[src/rtl/intersectie_if.sv]
// Lamp/request bundle between the intersection scheduler and its surroundings.
// The mod_noapte request line exists only when SEMAFOR_NOAPTE_EN is defined.
interface intersectie_if;
    logic       cerere_b;
    logic       buton;
    logic [2:0] lumini_a;
    logic [2:0] lumini_b;
    logic       semafor_pietoni;
`ifdef SEMAFOR_NOAPTE_EN
    logic       mod_noapte;

    modport master (output cerere_b, buton, mod_noapte,
                    input  lumini_a, lumini_b, semafor_pietoni);
    modport slave  (input  cerere_b, buton, mod_noapte,
                    output lumini_a, lumini_b, semafor_pietoni);
`else
    modport master (output cerere_b, buton,
                    input  lumini_a, lumini_b, semafor_pietoni);
    modport slave  (input  cerere_b, buton,
                    output lumini_a, lumini_b, semafor_pietoni);
`endif
endinterface

[src/rtl/intersectie_ctrl.sv]
// Phase scheduler for a two-road intersection with a pedestrian crossing.
// Optional night (blinking yellow) mode is enabled by defining SEMAFOR_NOAPTE_EN.
//
// state      | meaning
// A_VERDE    | road A green (default phase)
// A_GALBEN   | road A yellow
// ROSU_TOT   | all-red clearance, then grant to the next requester
// B_VERDE    | road B green
// B_GALBEN   | road B yellow
// PIETONI    | pedestrians walk, both roads red
// NOAPTE     | night mode, both roads blink yellow (SEMAFOR_NOAPTE_EN only)
module intersectie_ctrl #(
    parameter int CNT_W       = 4,
    parameter int T_VERDE_MIN = 3,
    parameter int T_VERDE_MAX = 6,
    parameter int T_GALBEN    = 1,
    parameter int T_ROSU_TOT  = 1,
    parameter int T_PIETONI   = 2
) (
    input logic          clk,
    input logic          rst_n,
    intersectie_if.slave bus
);
    localparam logic [2:0] S_A_VERDE  = 3'd0;
    localparam logic [2:0] S_A_GALBEN = 3'd1;
    localparam logic [2:0] S_ROSU_TOT = 3'd2;
    localparam logic [2:0] S_B_VERDE  = 3'd3;
    localparam logic [2:0] S_B_GALBEN = 3'd4;
    localparam logic [2:0] S_PIETONI  = 3'd5;
`ifdef SEMAFOR_NOAPTE_EN
    localparam logic [2:0] S_NOAPTE   = 3'd6;
`endif

    localparam logic [1:0] P_A    = 2'd0;
    localparam logic [1:0] P_B    = 2'd1;
    localparam logic [1:0] P_PIET = 2'd2;

    localparam logic [CNT_W-1:0] TMR_MAX     = '1;
    localparam logic [CNT_W-1:0] LIM_VMIN    = CNT_W'(T_VERDE_MIN - 1);
    localparam logic [CNT_W-1:0] LIM_VMAX    = CNT_W'(T_VERDE_MAX - 1);
    localparam logic [CNT_W-1:0] LIM_GALBEN  = CNT_W'(T_GALBEN - 1);
    localparam logic [CNT_W-1:0] LIM_ROSU    = CNT_W'(T_ROSU_TOT - 1);
    localparam logic [CNT_W-1:0] LIM_PIETONI = CNT_W'(T_PIETONI - 1);

    logic [2:0]       state, state_nxt;
    logic [CNT_W-1:0] timer, timer_nxt;
    logic [1:0]       prev, prev_nxt;
    logic             latch, latch_nxt;
    logic             rr, rr_nxt;
    logic             noapte_req;
    logic             blink_nxt;
    logic [2:0]       lum_a_nxt, lum_b_nxt;
    logic             ped_nxt;

`ifdef SEMAFOR_NOAPTE_EN
    logic blink;
    assign noapte_req = bus.mod_noapte;
    assign blink_nxt  = (state == S_NOAPTE) ? ~blink : 1'b1;
`else
    assign noapte_req = 1'b0;
    assign blink_nxt  = 1'b0;
`endif

    always_comb begin
        state_nxt = state;
        prev_nxt  = prev;
        rr_nxt    = rr;
        case (state)
            S_A_VERDE:
                if (timer >= LIM_VMIN && (bus.cerere_b || latch)) state_nxt = S_A_GALBEN;
            S_A_GALBEN:
                if (timer == LIM_GALBEN) begin
                    state_nxt = S_ROSU_TOT;
                    prev_nxt  = P_A;
                end
            S_ROSU_TOT:
                if (timer == LIM_ROSU) begin
                    if (noapte_req) begin
`ifdef SEMAFOR_NOAPTE_EN
                        state_nxt = S_NOAPTE;
`endif
                    end else if (prev == P_A) begin
                        // Both pending: round-robin bit decides, then flips
                        if (bus.cerere_b && latch) begin
                            state_nxt = rr ? S_B_VERDE : S_PIETONI;
                            rr_nxt    = ~rr;
                        end else if (bus.cerere_b) state_nxt = S_B_VERDE;
                        else if (latch)            state_nxt = S_PIETONI;
                        else                       state_nxt = S_A_VERDE;
                    end else if (prev == P_B) begin
                        state_nxt = latch ? S_PIETONI : S_A_VERDE;
                    end else begin
                        state_nxt = bus.cerere_b ? S_B_VERDE : S_A_VERDE;
                    end
                end
            S_B_VERDE:
                if (timer == LIM_VMAX || (!bus.cerere_b && timer >= LIM_VMIN))
                    state_nxt = S_B_GALBEN;
            S_B_GALBEN:
                if (timer == LIM_GALBEN) begin
                    state_nxt = S_ROSU_TOT;
                    prev_nxt  = P_B;
                end
            S_PIETONI:
                if (timer == LIM_PIETONI) begin
                    state_nxt = S_ROSU_TOT;
                    prev_nxt  = P_PIET;
                end
`ifdef SEMAFOR_NOAPTE_EN
            S_NOAPTE:
                if (!noapte_req) begin
                    state_nxt = S_ROSU_TOT;
                    prev_nxt  = P_B;
                end
`endif
            default: begin
                state_nxt = S_ROSU_TOT;
                prev_nxt  = P_PIET;
            end
        endcase
    end

    always_comb begin
        timer_nxt = (state_nxt != state) ? '0 :
                    (timer == TMR_MAX)   ? timer : timer + 1'b1;
        latch_nxt = latch;
        if (state_nxt == S_PIETONI && state != S_PIETONI) latch_nxt = 1'b0;
`ifdef SEMAFOR_NOAPTE_EN
        else if (state_nxt == S_NOAPTE)                   latch_nxt = 1'b0;
`endif
        else if (bus.buton && state != S_PIETONI)         latch_nxt = 1'b1;
    end

    // Lamps are decoded from the next state so the registers track the state exactly
    always_comb begin
        lum_a_nxt = 3'b100;
        lum_b_nxt = 3'b100;
        ped_nxt   = 1'b0;
        case (state_nxt)
            S_A_VERDE:  lum_a_nxt = 3'b001;
            S_A_GALBEN: lum_a_nxt = 3'b010;
            S_B_VERDE:  lum_b_nxt = 3'b001;
            S_B_GALBEN: lum_b_nxt = 3'b010;
            S_PIETONI:  ped_nxt   = 1'b1;
`ifdef SEMAFOR_NOAPTE_EN
            S_NOAPTE: begin
                lum_a_nxt = {1'b0, blink_nxt, 1'b0};
                lum_b_nxt = {1'b0, blink_nxt, 1'b0};
            end
`endif
            default: ;
        endcase
    end

    always_ff @(posedge clk) begin
        if (!rst_n) begin
            state               <= S_A_VERDE;
            timer               <= '0;
            prev                <= P_A;
            latch               <= 1'b0;
            rr                  <= 1'b0;
            bus.lumini_a        <= 3'b001;
            bus.lumini_b        <= 3'b100;
            bus.semafor_pietoni <= 1'b0;
`ifdef SEMAFOR_NOAPTE_EN
            blink               <= 1'b0;
`endif
        end else begin
            state               <= state_nxt;
            timer               <= timer_nxt;
            prev                <= prev_nxt;
            latch               <= latch_nxt;
            rr                  <= rr_nxt;
            bus.lumini_a        <= lum_a_nxt;
            bus.lumini_b        <= lum_b_nxt;
            bus.semafor_pietoni <= ped_nxt;
`ifdef SEMAFOR_NOAPTE_EN
            blink               <= blink_nxt;
`endif
        end
    end
endmodule

[src/flat_wrapper.sv]
// flat-port wrapper written by rule: the top's interface ports become plain ports
module intersectie_ctrl_flat 
#(
    parameter int CNT_W       = 4,
    parameter int T_VERDE_MIN = 3,
    parameter int T_VERDE_MAX = 6,
    parameter int T_GALBEN    = 1,
    parameter int T_ROSU_TOT  = 1,
    parameter int T_PIETONI   = 2
)
  (clk, rst_n, bus_cerere_b, bus_buton, bus_lumini_a, bus_lumini_b, bus_semafor_pietoni);
  intersectie_if bus_i ();
  input logic clk;
  input logic rst_n;
  input wire logic [$bits(bus_i.cerere_b)-1:0] bus_cerere_b;
  input wire logic [$bits(bus_i.buton)-1:0] bus_buton;
  output wire logic [$bits(bus_i.lumini_a)-1:0] bus_lumini_a;
  output wire logic [$bits(bus_i.lumini_b)-1:0] bus_lumini_b;
  output wire logic [$bits(bus_i.semafor_pietoni)-1:0] bus_semafor_pietoni;
  assign bus_i.cerere_b = bus_cerere_b;
  assign bus_i.buton = bus_buton;
  assign bus_lumini_a = bus_i.lumini_a;
  assign bus_lumini_b = bus_i.lumini_b;
  assign bus_semafor_pietoni = bus_i.semafor_pietoni;
  intersectie_ctrl #(.CNT_W(CNT_W), .T_VERDE_MIN(T_VERDE_MIN), .T_VERDE_MAX(T_VERDE_MAX), .T_GALBEN(T_GALBEN), .T_ROSU_TOT(T_ROSU_TOT), .T_PIETONI(T_PIETONI)) u_core (.clk(clk), .rst_n(rst_n), .bus(bus_i));
endmodule
[config.mk]
export PLATFORM = sky130hd
export DESIGN_NAME = intersectie_ctrl_flat
export DESIGN_NICKNAME = d
export VERILOG_FILES = /design/src/rtl/intersectie_if.sv /design/src/rtl/intersectie_ctrl.sv /design/src/flat_wrapper.sv
export SDC_FILE = /design/constraint.sdc
export NUM_CORES = 1
export LEC_CHECK = 0
export ABC_AREA = 1
export CORE_MARGIN = 3
export CORE_UTILIZATION = 53
export CTS_CLUSTER_SIZE = 14
export DETAILED_ROUTE_END_ITERATION = 6
export PLACE_DENSITY = 0.75
export SYNTH_ARGS = -nofsm -noshare
export SYNTH_HDL_FRONTEND = slang
export SYNTH_SLANG_ARGS = --single-unit
[constraint.sdc]
create_clock -name clk -period 2 [get_ports clk]
set_input_delay 0.6 -clock clk [delete_from_list [all_inputs] [get_ports clk]]
set_output_delay 0.6 -clock clk [all_outputs]
set_load 0.01 [all_outputs]
==> results.py, run 1 <==
metrics = {
    "yosys": {
        "synth_warnings": 0,
        "synth_edf_count": 0,
        "synth.top_cells.by_count": "nand2_1, inv_1, dfxtp_1, nor2_1, nand3_1",
        "syn-cell-area_sq_um": 954.7,
        "synth_cell_types": 20,
        "ys.flop_type": "dfxtp_1",
        "yosysSeqAreaShare": 0.3775,
        "yosysMostFrequentCell": "nand2_1",
        "synth-seq-cells": 18,
        "ys_async_sr_fraction": 0,
        "synthTopCellsByArea": "dfxtp_1, nand2_1, inv_1",
        "synth_largest_type_area_fraction": 0.3775,
        "syn-mean-instance-area_sq_um": 7.020,
        "synth_area_leader_cell": "dfxtp_1",
        "synthCells": 136,
        "syn-num-nets": 144,
    },
    "place": {
        "place_congestion": 0.8849,
        "placed_cells": 172,
        "port_buffers": 10,
        "hpwlAfterDp_mm": 1.589,
        "pre_cts_slack_ns": -0.06017,
    },
    "clock_tree": {
        "clk_pin_slew_worst_paths_ns": 0.09,
        "cts_tree": "done",
        "clk_latency_ns": 0.29,
        "cts_buffers": 3,
        "ctsHtreeMaxLevel": 1,
        "cts_num_sinks": 18,
        "root_buffer": "clkbuf_4",
        "cts_setup_buffers": 0,
        "hold_buffers": 0,
        "clock_path_buffers": 2,
        "cts_resized": 0,
    },
    "detailed_routing": {
        "wl_mm": 1.948,
        "via_count": 887,
        "drcViolationCount": 0,
        "drtPass1Iterations": 4,
        "wire_per_inst_um": 11.13,
        "viasPerCell": 5.069,
        "postRouteAntennaNets": 0,
        "drt_iter0_markers": 23,
    },
    "global_route": {
        "grt_usage": 0.1882,
        "grt_pass1_vias": 831,
        "antenna_found_initial": 0,
        "overflow": 0,
        "grt_pass1_wl_mm": 3.525,
        "grt_start_max_net_pins": 10,
    },
    "layout": {
        "area_growth_syn_to_layout_pct": 17.56,
        "n_fill_cell": 139,
        "n_antenna_cell": 0,
        "stdcell_count": 175,
        "layout.nets": 161,
        "drive_gt1_frac": 0.1192,
    },
    "floorplanning": {
        "die_area_sq_um": 2346,
        "die_h_um": 48.44,
        "rows": 14,
        "die_x_um": 48.44,
        "initial_core_util": 0.5989,
        "pin_count": 11,
        "coreArea_sq_um": 1594,
    },
    "sta": {
        "rsz0062_at_grt": "no",
        "min_period_ns": 1.764,
        "slew_violations": 0,
        "fin_crit_sh": 0.8818,
        "max_slew_margin": 0.7823,
        "tightest_slew_ns": 0.3232,
        "hold_viol": 0,
        "max_freq_ghz": 0.5670,
        "skew_ns": 0.002035,
        "setup_viol": 0,
        "fin_tns_setup_ns": 0,
        "fin_ws_ns": 0.2365,
    },
    "critical_path": {
        "crit_path_start_kind": "primary input",
        "path_class": "in2reg",
        "worstPathArrival_ns": 2.00,
        "worst_ep_required_time_ns": 2.23,
        "crit_fanout": 5,
        "cp-end-kind": "register",
    },
    "pwr": {
        "powerDensity_nw_per_um2": 1103,
        "p_leak_uw": 0.0005637,
        "vdd_drop_max_v": 0.0007594,
    },
    "job": {
        "cap_violations": 0,
    },
    "hold_path": {
        "min_path_type": "reg2reg",
    },
    "outcome": {
        "outcome": "completed",
    },
}
per-layer routing:
layer	vias to the layer above	track usage	part of all wire
met1	403	0.2414	0.49
met2	20	0.3050	0.46
li1	460	-	-
met4	0	0.1090	0.016
met5	-	0	0
met3	4	0.02147	0.040
cells by family after synthesis:
kind of cell               after synthesis  synth area share
adders and majority gates                4           0.05243
AOI/OAI and AO/OA                       12           0.06684
xor gates and xnor gates                 2           0.01835
DFF                                     18            0.3775
buffers and inverters                   23           0.09044
and+or+nand+nor                         77            0.3945
per-stage QoR:
step	power (uW)	area, sq um	util	hold WS (ns)
3_5_place_dp	1067	1100	0.6900	0.4843
4_1_cts	1247	1122	0.7041	0.4982
6_report	1238	1122	0.7041	0.4948
5_1_grt	1349	1122	0.7041	0.5230
3_3_place_gp	1050	1100	0.6900	0.4778
2_1_floorplan	903.6	954.7	-	0.4570
path summary, 6_finish.rpt:
path                                       from         endpoint  slack [ns]  cells after the start
worst min register to register   u_core.prev[1]   u_core.prev[1]        0.49                      2
worst min-delay path             u_core.prev[1]   u_core.prev[1]        0.49                      2
worst max register to register  u_core.timer[0]  u_core.timer[1]        0.27                     12
worst max-delay path               bus_cerere_b  u_core.timer[2]        0.24                     11
sequential cells by signal, indices dropped and copies added (netlist names):
| name | cells |
|---|---|
| u_core.rr | 1 |
| u_core.state | 3 |
| u_core.latch | 1 |
| u_core.bus.semafor_pietoni | 1 |
| u_core.bus.lumini_b | 3 |
| u_core.bus.lumini_a | 3 |
| u_core.prev | 2 |
| u_core.timer | 4 |
layout by cell type (no fill, tap or decap), types with 3 or more instances in the layout:
master           instances
a21oi_1                  4
clkbuf_4                 3
clkdlybuf4s50_1         10
dfxtp_1                 18
ha_1                     4
inv_1                   21
nand2_1                 33
nand3_1                 10
nand3_2                  5
nand4_1                  4
nor2_1                  18
o21ai_0                  5
layout make-up:
class	instances	area, sq um	share of cell area
timing repair buffer	12	115.1	0.1026
tap	24	30.03	0.02676
inverter	23	86.33	0.07692
multi-input combinational	95	508.0	0.4526
clock buffer	3	22.52	0.02007
sequential	18	360.3	0.3211
power by group:
group | leakage (uW) | internal [uW] | total (uW) | switching, uW
combinational | 0.000403 | 209 | 561 | 352
clock | 0.0000138 | 70.1 | 176 | 106
sequential | 0.000146 | 435 | 502 | 66.8
critical path: stages:
cell             delay (ns)
clkdlybuf4s50_1        0.50
inv_1                  0.08
a21oi_1                0.15
nand2_1                0.07
nand2_1                0.06
nand2_1                0.08
nand3_2                0.13
nand2_1                0.06
nand2_1                0.07
nand3_2                0.10
nor2_1                 0.10
Note: power is estimated with default switching activity, not from simulation.
==> inputs of run 2 (changes only) <==
--- a/config.mk
+++ b/config.mk
@@ -8,7 +8,7 @@
 export ABC_AREA = 1
 export CORE_MARGIN = 3
 export CORE_UTILIZATION = 53
-export CTS_CLUSTER_SIZE = 14
+export CTS_CLUSTER_SIZE = 10
 export DETAILED_ROUTE_END_ITERATION = 6
 export PLACE_DENSITY = 0.75
 export SYNTH_ARGS = -nofsm -noshare
==> results of run 2 <==
The final DEF is identical to that of run 1; final timing and power are the same.
==> inputs of run 3 (changes only) <==
--- a/config.mk
+++ b/config.mk
@@ -11,6 +11,7 @@
 export CTS_CLUSTER_SIZE = 10
 export DETAILED_ROUTE_END_ITERATION = 6
 export PLACE_DENSITY = 0.75
+export SLEW_MARGIN = 20
 export SYNTH_ARGS = -nofsm -noshare
 export SYNTH_HDL_FRONTEND = slang
 export SYNTH_SLANG_ARGS = --single-unit
==> constraint.sdc (replaced) <==
create_clock -name clk -period 2 [get_ports clk]
set_input_delay 0.2 -clock clk [delete_from_list [all_inputs] [get_ports clk]]
set_output_delay 0.2 -clock clk [all_outputs]
set_load 0.01 [all_outputs]
==> run 3 against run 2 <==
Effect of this change: critical path depth up 1; cell area down 1.3%; non-clock buffer count down 2; critical endpoint is now u_core.timer[1]; power down 0.34%; combinational power about the same.
==> results.py, run 3 (synthesis gave the netlist of run 1 again) <==
metrics = {
    "outcome": {
        "outcome": "completed",
    },
    "detailed_routing": {
        "viasPerCell": 5.145,
        "top_layer": "met4",
        "wl_mm": 2.031,
        "drt_iter0_markers": 39,
        "via_count": 890,
        "drt-met1-wl_mm": 1.000,
        "dr_wl_met2_um": 933,
        "postRouteAntennaNets": 0,
        "drcViolationCount": 0,
        "met3_length_um": 73,
        "wire_per_inst_um": 11.74,
        "drtPass1Iterations": 4,
    },
    "pwr": {
        "p_leak_uw": 0.0005547,
        "vdd_drop_max_v": 0.0006952,
        "p_total_uw": 1234,
        "seqPwrFrac": 0.404,
        "pwr-share-clk": 0.141,
        "sw_frac_of_total": 0.4241,
        "p_switching_uw": 523.5,
        "internal-power_uw": 710.8,
        "powerDensity_nw_per_um2": 1115,
        "comb_power_share": 0.456,
    },
    "clock_tree": {
        "cts_buffers": 3,
        "ctsHtreeMaxLevel": 1,
        "cts_tree": "done",
        "clk_pin_slew_worst_paths_ns": 0.10,
        "clk_latency_ns": 0.29,
        "root_buffer": "clkbuf_4",
        "cts_setup_buffers": 0,
        "cts_num_sinks": 18,
        "cts_resized": 0,
        "hold_buffers": 0,
        "clock_path_buffers": 2,
    },
    "floorplanning": {
        "die_x_um": 48.44,
        "initial_core_util": 0.5989,
        "die_area_sq_um": 2346,
        "die_h_um": 48.44,
        "pin_count": 11,
        "rows": 14,
        "coreArea_sq_um": 1594,
    },
    "critical_path": {
        "path_class": "reg2reg",
        "worst_ep_required_time_ns": 2.18,
        "worstPathArrival_ns": 1.91,
        "crit_path_start_kind": "register",
        "cp-end-kind": "register",
        "crit_fanout": 5,
    },
    "layout": {
        "largest_register_ffs": 4,
        "utilization": 0.6947,
        "area_growth_syn_to_layout_pct": 15.99,
        "layout_common_cells": "nand2_1, inv_1, nor2_1, dfxtp_1",
        "drive_gt1_frac": 0.1074,
        "layout.nets": 159,
        "final_common_cell": "nand2_1",
        "stdcell_count": 173,
        "n_antenna_cell": 0,
        "regMostFlops": "u_core.timer",
    },
    "place": {
        "placed_cells": 170,
        "place_congestion": 0.9339,
        "port_buffers": 10,
        "hpwlAfterDp_mm": 1.591,
    },
    "sta": {
        "slew_violations": 0,
        "tightest_slew_ns": 0.3627,
        "setup_viol": 0,
        "max_slew_margin": 0.7556,
        "fin_crit_sh": 0.8673,
        "hold_viol": 0,
        "min_period_ns": 1.735,
        "fin_tns_setup_ns": 0,
        "skew_ns": 0.01169,
        "max_freq_ghz": 0.5765,
        "rsz0062_at_grt": "no",
    },
    "global_route": {
        "overflow": 0,
        "grt_usage": 0.1886,
        "grt_pass1_wl_mm": 3.622,
        "antenna_found_initial": 0,
        "grt_start_max_net_pins": 10,
        "grt_pass1_vias": 843,
    },
    "job": {
        "cap_violations": 0,
    },
    "hold_path": {
        "min_path_type": "reg2reg",
    },
}
-- run 3: changes by cell type in the layout (fill, tap and decap cells not counted) --
cell   change
buf_4      -2
-- run 3: area by class of cell --
class                   instances  area (sq um)
multi-input cells              95         508.0
inverters                      23         86.33
flip-flops and latches         18         360.3
clock buffers                   3         22.52
repair buffers                 10         100.1
fillers                       137         486.7
well taps                      24         30.03
-- run 3: worst paths after layout --
path	startpoint	end	slack, ns	depth (start not counted)
worst min register to register	u_core.prev[1]	u_core.prev[1]	0.50	2
worst max-delay path	u_core.timer[0]	u_core.timer[1]	0.27	12
worst min-delay path	u_core.prev[1]	u_core.prev[1]	0.50	2
worst max register to register	u_core.timer[0]	u_core.timer[1]	0.27	12
-- run 3: power by group through the flow --
stage	clock network, uW	registers [uW]	logic [uW]
floorplan	0	505	399
global placement	0	503	543
detailed placement	0	506	552
CTS	175	497	559
global route	189	509	640
finish	174	498	562
-- run 3: layer usage --
layer / GRT usage / up-vias
li1: - / 456
met1: 0.2390 / 407
met2: 0.3211 / 23
met3: 0.04294 / 4
met4: 0.05213 / 0
met5: 0 / -
-- run 3: metrics by stage --
stage               worst slack (ns)  cell area [sq um]  hold slack, ns
detailed placement            0.2911               1085          0.4831
floorplan                     0.5131              954.7          0.3164
CTS                           0.2801               1107          0.4973
global route                 0.05532               1107          0.5248
global placement              0.2929               1085          0.4780
finish                        0.2654               1107          0.4998
-- run 3: worst max-delay path, cell delays in order (launching register included) --
cell and delay [ns]:
dfxtp_1 0.42, inv_1 0.09, ha_1 0.19, nor2_1 0.08, nand2_1 0.09, inv_1 0.06
nor2_1 0.04, nor2_1 0.22, nand3_2 0.15, nand2_1 0.09, nand2_1 0.06, nand3_2 0.10
nor2_1 0.05
==> edit: new RTL, config.mk and constraints of run 1 <==
Reset style: asynchronous (`rst_n`), changed in one clocked block.
--- a/src/rtl/intersectie_ctrl.sv
+++ b/src/rtl/intersectie_ctrl.sv
@@ -153,5 +153,5 @@
     end
 
-    always_ff @(posedge clk) begin
+    always_ff @(posedge clk or negedge rst_n) begin
         if (!rst_n) begin
             state               <= S_A_VERDE;
Formal check against the unedited RTL: differs if rst_n is asserted again (counterexample within 4 cycles, from zero or initial values and one cycle with rst_n low); with rst_n held inactive, the same outputs for 10 cycles.
==> edit against run 1 <==
Combinational power grew 64%; clock skew is essentially flat; worst setup slack lost 0.18 ns; area after synthesis grew 6.0%; core utilization shrank 3.5 points; wire length shrank 4.3%; non-clock buffer count is the same; register-to-register slack lost 0.02 ns; design area grew 5.2%; hold slack lost 0.011 ns; synthesized cell count shrank 5.9%; total power grew 36%; count of clock-buffer cells in the layout is the same; sequential cell count is the same.
==> edit: results (changes against run 1) <==
Lkg Pwr=0.000596 uW (was 0.000564 uW); Overall Global Routing Usage=0.186 (was 0.188); number of global-route vias before repair=823 (was 831); dpl cells=165 (was 172); worst r2r src=u_core.timer[0] (unchanged); Worst VDD drop=0.000884 V (was 0.000759 V); Final nets=153 (was 161); top post-synthesis cells by count=nand2_1 (25), inv_1 (20), dfrtp_1 (16), nor2_1 (14), nand3_1 (11) (was nand2_1 (33), inv_1 (21), dfxtp_1 (18), nor2_1 (18), nand3_1 (10)); Top Family by Delay on Critical Path=flip-flops (was simple AND/OR/NAND/NOR gates); via count=863 (was 887); register area share after synthesis=0.447 (was 0.377); crit-path max FO=1 (was 5); Starting DRT DRC Count=26 (was 23); gpl congestion=0.883 (was 0.885); first-pass GRT wire length=3.46 mm (was 3.53 mm); worst r2r dst=u_core.bus.lumini_a[0] (was u_core.timer[1]); Slew @ Worst Pin=0.274 ns (was 0.323 ns); hold path startpoint=u_core.rr (was u_core.prev[1]); Top FF cell, synth=dfrtp_1 (was dfxtp_1); met3 wire len=82 um (was 78 um); R2R Setup Slk=0.25 ns (was 0.27 ns); Syn Inst Count=128 (was 136); critical path's slowest cell=dfstp_2 (was clkdlybuf4s50_1); status=finished clean (unchanged); dpl ws=-0.0228 ns (was -0.0602 ns); crit-path max cell delay=0.53 ns (was 0.50 ns); Synth area leaders=dfrtp_1 (40%), nand2_1 (9.3%), inv_1 (7.4%) (was dfxtp_1 (38%), nand2_1 (13%), inv_1 (8.3%)); net count after synthesis=136 (was 144); sw frac=0.443 (was 0.424); post-DR wirelength/cell=11.1 um (about the same); M1 wire length=861 um (was 949 um); worst-case reg-to-reg path depth=11 (was 12); Hold EP=u_core.rr (was u_core.prev[1]); Total Wirelength=1.87 mm (was 1.95 mm); port bufs=10 (unchanged); Crit path arrival time=1.34 ns (was 2.00 ns); Async SR Flop Fraction=1.00 (was 0); hold depth=1 (was 2); HPWL Detailed=1.50 mm (was 1.59 mm); hold slack=0.484 ns (was 0.495 ns); max reg flops=4 (unchanged); Met2 Wirelength=869 um (was 889 um); Fillers=173 (was 139); largest net degree at the start of global routing=19 (was 10); share of layout cells above drive strength 1=0.147 (was 0.119)
==> edit: worst max-delay path by stage <==
stage,startpoint,end,slack (ns),cells after the start
5_1_grt,u_core.bus.lumini_a[0],bus_lumini_a[0],0.007,1
2_1_floorplan,u_core.timer[0],u_core.timer[0],0.52,11
3_5_place_dp,bus_cerere_b,u_core.timer[2],-0.02,9
4_1_cts,u_core.bus.lumini_a[0],bus_lumini_a[0],0.04,1
3_3_place_gp,bus_cerere_b,u_core.timer[3],0.03,9
6_report,u_core.bus.lumini_a[0],bus_lumini_a[0],0.06,1
==> edit: cell families after synthesis <==
kind of cell,count (synthesis),share of synthesized area
buf+inv,22,0.0816
simple gates,70,0.341
fa+ha+maj,4,0.0494
compound gates,12,0.0630
xor+xnor,2,0.0173
flops,18,0.447
==> edit: final cells by class <==
class                   count  area (um^2)  area share
well taps                  25         31.3      0.0265
flip-flops and latches     18          453       0.383
repair buffers             12          115      0.0975
multi-input cells          88          477       0.404
inverters                  22         82.6      0.0699
clock buffers               3         22.5      0.0191
==> edit: per-layer routing <==
metal	GRT usage	up-vias
li1	-	437
met1	0.230	397
met2	0.291	24
met3	0.0363	5
met4	0.124	0
met5	0	-
==> edit: through the flow <==
| step | utilization | instance area (um^2) | power (uW) | TNS, ns |
|---|---|---|---|---|
| global route | 0.670 | 1180 | 1850 | 0 |
| global placement | 0.657 | 1160 | 1510 | 0 |
| finish | 0.670 | 1180 | 1680 | 0 |
| floorplan | - | 1010 | 1240 | 0 |
| detailed placement | 0.657 | 1160 | 1520 | -0.0298 |
| CTS | 0.670 | 1180 | 1700 | 0 |
==> edit: power groups by stage <==
stage	registers (uW)	clock network [uW]	logic, uW
final	599	165	918
after global routing	618	193	1040
after CTS	599	175	923
after detailed placement	605	0	916
after global placement	601	0	905
after floorplan	617	0	626
